`config.mk`:
```
export PLATFORM = sky130hd
export DESIGN_NAME = stopwatch_ctrl
export DESIGN_NICKNAME = d
export VERILOG_FILES = /design/src/rtl/stopwatch_ctrl.sv
export SDC_FILE = /design/constraint.sdc
export NUM_CORES = 1
export LEC_CHECK = 0
export ABC_CLOCK_PERIOD_IN_PS = 6380
export BUFFER_PORTS_ARGS = -buffer_cell sky130_fd_sc_hd__buf_2
export CAP_MARGIN = 0
export CORE_ASPECT_RATIO = 0.75
export CORE_UTILIZATION = 30
export DETAILED_ROUTE_END_ITERATION = 10
export GPL_TIMING_DRIVEN = 0
export HOLD_SLACK_MARGIN = 0.02
export SYNTH_ARGS = -nofsm -noshare
export SYNTH_HDL_FRONTEND = slang
export SYNTH_SLANG_ARGS = --single-unit
```
`constraint.sdc`:
```
create_clock -name clk_i -period 6.38 [get_ports clk_i]
set_clock_uncertainty 0.1 [all_clocks]
set_input_delay 1.276 -clock clk_i [delete_from_list [all_inputs] [get_ports clk_i]]
set_output_delay 1.276 -clock clk_i [all_outputs]
set_load 0.02 [all_outputs]
```
`src/rtl/stopwatch_ctrl.sv`:
```
// Stopwatch control: button edge strobes, IDLE/RUN/PAUSE sequencing, tick prescaler, elapsed count.
// Optional macro STOPWATCH_CTRL_SATURATE_EN: count saturates at CNT_MAX and pauses instead of wrapping.
module stopwatch_ctrl #(
  parameter int CLK_HZ  = 25000000,
  parameter int TICK_HZ = 100,
  parameter int CNT_MAX = 9999,
  localparam int CNT_W  = $clog2(CNT_MAX + 1)
) (
  input  logic             clk_i,
  input  logic             rst_ni,
  input  logic             start_stop_i,
  input  logic             clear_i,
  output logic             running_o,
  output logic             tick_o,
  output logic [CNT_W-1:0] count_o,
  output logic             max_stb_o
);

  localparam int DIV  = CLK_HZ / TICK_HZ;
  localparam int PS_W = $clog2(DIV);
  localparam logic [PS_W-1:0]  PS_TOP  = PS_W'(DIV - 1);
  localparam logic [CNT_W-1:0] CNT_TOP = CNT_W'(CNT_MAX);

  typedef enum logic [1:0] {IDLE, RUN, PAUSE} state_t;

  state_t           state, state_nx;
  logic [PS_W-1:0]  presc, presc_nx;
  logic [CNT_W-1:0] count_nx;
  logic             ss_prev, clr_prev;
  logic             ss_stb, clr_stb, at_max;

  // History flops reset high so a button held through reset yields no strobe.
  assign ss_stb    = start_stop_i & ~ss_prev;
  assign clr_stb   = clear_i & ~clr_prev;
  assign at_max    = (count_o == CNT_TOP);
  assign tick_o    = (state == RUN) && (presc == PS_TOP);
  assign max_stb_o = tick_o & at_max;

  always_ff @(posedge clk_i or negedge rst_ni) begin
    if (!rst_ni) begin
      state     <= IDLE;
      presc     <= '0;
      count_o   <= '0;
      ss_prev   <= 1'b1;
      clr_prev  <= 1'b1;
      running_o <= 1'b0;
    end else begin
      state     <= state_nx;
      presc     <= presc_nx;
      count_o   <= count_nx;
      ss_prev   <= start_stop_i;
      clr_prev  <= clear_i;
      running_o <= (state_nx == RUN);
    end
  end

  always_comb begin
    state_nx = state;
    presc_nx = presc;
    count_nx = count_o;
    if (clr_stb) begin
      // Clear dominates start/stop and any pending tick.
      state_nx = IDLE;
      presc_nx = '0;
      count_nx = '0;
    end else begin
      unique case (state)
        IDLE: begin
          presc_nx = '0;
          if (ss_stb) state_nx = RUN;
        end
        RUN: begin
          if (ss_stb) state_nx = PAUSE;
          if (tick_o) begin
            presc_nx = '0;
            if (at_max) begin
`ifdef STOPWATCH_CTRL_SATURATE_EN
              count_nx = CNT_TOP;
              state_nx = PAUSE;
`else
              count_nx = '0;
`endif
            end else begin
              count_nx = count_o + 1'b1;
            end
          end else begin
            presc_nx = presc + 1'b1;
          end
        end
        PAUSE: begin
          // Prescaler holds so the partial interval survives the pause.
          if (ss_stb) state_nx = RUN;
        end
        default: state_nx = IDLE;
      endcase
    end
  end

endmodule

```
==> results.yml <==
global_route:
  grt_first_pass_wirelength_mm: 9.811
  grt_pass1_vias: 1844
  grt_start_max_net_pins: 38
  grt_util_all_layers_pct: 16.57
  antenna_found_initial: 0
  gr-total-overflow: 0
logic_synthesis:
  synth-seq-cells: 37
  postSynthCellCount: 251
  synth_xor_area_share_pct: 0.8018
  syn_avg_cell_area_sq_um: 8.704
  synth_top_family_by_area: "simple AND/OR/NAND/NOR gates"
  async_flop_share_pct: 100.0
  synth_edf_count: 0
  synth_cell_types: 47
  synth_mux_area_share_pct: 3.780
  synth_ff_type: "dfrtp_1"
  synth_top_area_share_pct: 40.09
  synth_compound_area_share_pct: 14.89
  yosys.area.top_type: "dfrtp_1"
  synthSimpleGateAreaFrac_pct: 32.70
  synth_nets: 257
  ys_warn_count: 0
  ys_top_cells_by_area: "dfrtp_1, nor2_1, nand3_1"
  ys_seq_area_share_pct: 42.50
  synth_area_sq_um: 2185
  synthAdderAreaFrac_pct: 1.145
clocking:
  cts_tree: "yes"
  cts_made_buffers: 5
  cts_resized: 0
  clock_latency_ns: 0.29
  ctsHoldBuffers: 0
  htreeDepth: 2
  cts_num_sinks: 37
  cts-root-buf: "clkbuf_8"
  clkTransAtPathRegs_ns: 0.07
  postCtsSetupBuffers: 0
  clk_path_buf_depth: 2
pwr:
  finalPower_mw: 0.4727
  clkPwrFrac_pct: 36.3
  p_comb_share_pct: 12.0
  swShare_pct: 26.52
  p_int_mw: 0.3474
  power.density_nw_per_um2: 189.3
  ir_drop_mv: 0.07135
  p_switching_mw: 0.1253
  p_seq_share_pct: 51.7
  p_leak_nw: 0.9752
route:
  drc_errors: 0
  dr.pass1.iters: 5
  drt_iter0_drc: 210
  vias_per_cell: 5.435
  routedWlPerCell_microns: 15.58
  vias: 2049
  routed_wl_mm: 5.875
  ant_nets: 0
floorplan:
  io_pins: 21
  start_util_pct: 31.53
  die-area_sq_um: 7631
  die_h_microns: 75.90
  core_area_sq_um: 6929
  die_w_microns: 100.5
  rows: 26
place:
  portBuffers: 20
  hpwl_mm: 4.062
  gp_congestion: 0.8883
layout:
  postLayoutCoreUtil_pct: 36.04
  nets: 284
  drive_gt1_share_pct: 14.34
  diodes: 0
  synthToLayoutAreaGrowth_pct: 14.32
timing:
  fin_tns_setup_ns: 0
  slew_viol_final: 0
  finalCritPeriodShare_pct: 58.30
  relSlewSlack_pct: 41.66
  worst_slew_pin_slew_ns: 0.8629
  finalSetupViolCount: 0
  rsz0062_at_grt: "no"
  timing.fmax_mhz: 268.8
  period_minus_slack_ns: 3.720
  final_hold_viol_count: 0
critical_path:
  required_ns: 5.00
  critPathLaunchType: "flop"
  cp_max_fo: 10
  end_kind: "primary output"
  cp.arrival_ns: 2.34
  crit_type: "reg2out"
  r2r_setup_slack_ns: 3.82
hold_path:
  hold_class: "reg2reg"
job:
  cap_violations: 0
status:
  status: "completed"
## per-stage QoR
stage          hold WS (ns)  cells  setup WS, ns  instance area (sq um)
6_report             0.4344    377         2.660                   2497
5_1_grt              0.4548    377         2.518                   2497
4_1_cts              0.4302    377         2.648                   2497
3_5_place_dp         0.4191    369         2.982                   2407
3_3_place_gp         0.4028    369         2.996                   2407
2_1_floorplan        0.4355    251         3.122                   2185
## final timing paths
path	end	from	cells past startpoint
max in group asynchronous	presc[4]	rst_ni	1
max reg2reg	presc[6]	presc[0]	7
min in group asynchronous	count_o[8]	rst_ni	1
max	max_stb_o	presc[0]	8
min reg2reg	count_o[13]	count_o[13]	1
min	count_o[13]	count_o[13]	1
## worst max-delay path, stage by stage (launching register included)
cell and delay [ns]:
dfrtp_1 0.42, ha_1 0.24, nand3_2 0.16, or3_4 0.39, or2_4 0.28, buf_6 0.15
inv_1 0.13, and2_1 0.14, buf_2 0.15
## power groups by stage
stage | sequential [mW] | combinational [mW] | clock, mW
2_1_floorplan | 0.249 | 0.0350 | 0
3_5_place_dp | 0.249 | 0.0566 | 0
6_report | 0.244 | 0.0566 | 0.172
4_1_cts | 0.244 | 0.0572 | 0.178
3_3_place_gp | 0.249 | 0.0562 | 0
5_1_grt | 0.245 | 0.0640 | 0.186
## routing by layer
| metal | vias up | share of wire (%) | track usage [%] |
|---|---|---|---|
| met5 | - | 0 | 0 |
| met4 | 0 | 1.0 | 4.348 |
| met3 | 8 | 6.9 | 3.506 |
| met2 | 68 | 39 | 20.82 |
| met1 | 984 | 53 | 27.43 |
| li1 | 989 | - | - |
## registers in the layout (all words and copies together), names as in the netlist
name,count
count_o,14
state,2
ss_prev,1
running_o,1
presc,18
clr_prev,1
## synthesized netlist by cell type, drive strengths merged (2+ instances only)
library cell  instances
dfrtp                35
nor2                 28
nand3                21
a21oi                19
nand2                18
clkbuf               12
o21ai                10
nand4                 8
or3                   8
a2bb2oi               7
nor4                  7
buf                   6
mux2i                 6
nor3                  6
or4                   6
and3                  5
nor4b                 5
a31oi                 4
nand2b                4
o211ai                4
and4                  3
inv                   3
and2                  2
dfstp                 2
ha                    2
mux2                  2
nand4b                2
nor2b                 2
## layout by cell type, fill, tap and decap left out, types with 2 or more instances in the layout
cell type   n
nand4b_1    2
nor4_1      7
dfrtp_1    35
inv_1       3
nor2_1     28
dfstp_2     2
nand3_1    20
o21ai_0    10
and4_1      3
nor3_1      6
nor2b_1     2
and3_1      4
ha_1        2
o211ai_1    4
mux2_2      2
or3_1       7
nand2b_1    4
clkbuf_1   14
nand2_1    18
buf_2      24
nand4_1     8
a2bb2oi_1   7
and2_1      2
mux2i_1     6
a31oi_1     4
or4_1       6
clkbuf_8    6
nor4b_1     5
a21oi_1    19
## cells by family (layout without fill, tap and decap cells)
| logic type | Yosys count | after routing |
|---|---|---|
| XOR/XNOR | 2 | 2 |
| flip-flops | 37 | 37 |
| AND/OR/NAND/NOR | 129 | 129 |
| AO/OA/AOI/OAI | 52 | 52 |
| buffers and inverters | 21 | 49 |
| adder cells (fa/ha/maj) | 2 | 2 |
| multiplexers | 8 | 8 |
## area by class of cell
class | count | area [sq um]
clock buffer | 8 | 90.09
timing repair buffer | 20 | 100.1
tap | 98 | 122.6
fill | 710 | 4432
inverter | 3 | 11.26
sequential | 37 | 928.4
multi-input combinational | 193 | 1165
buffer | 18 | 80.08
No activity file was read; power rests on OpenSTA's default activity.
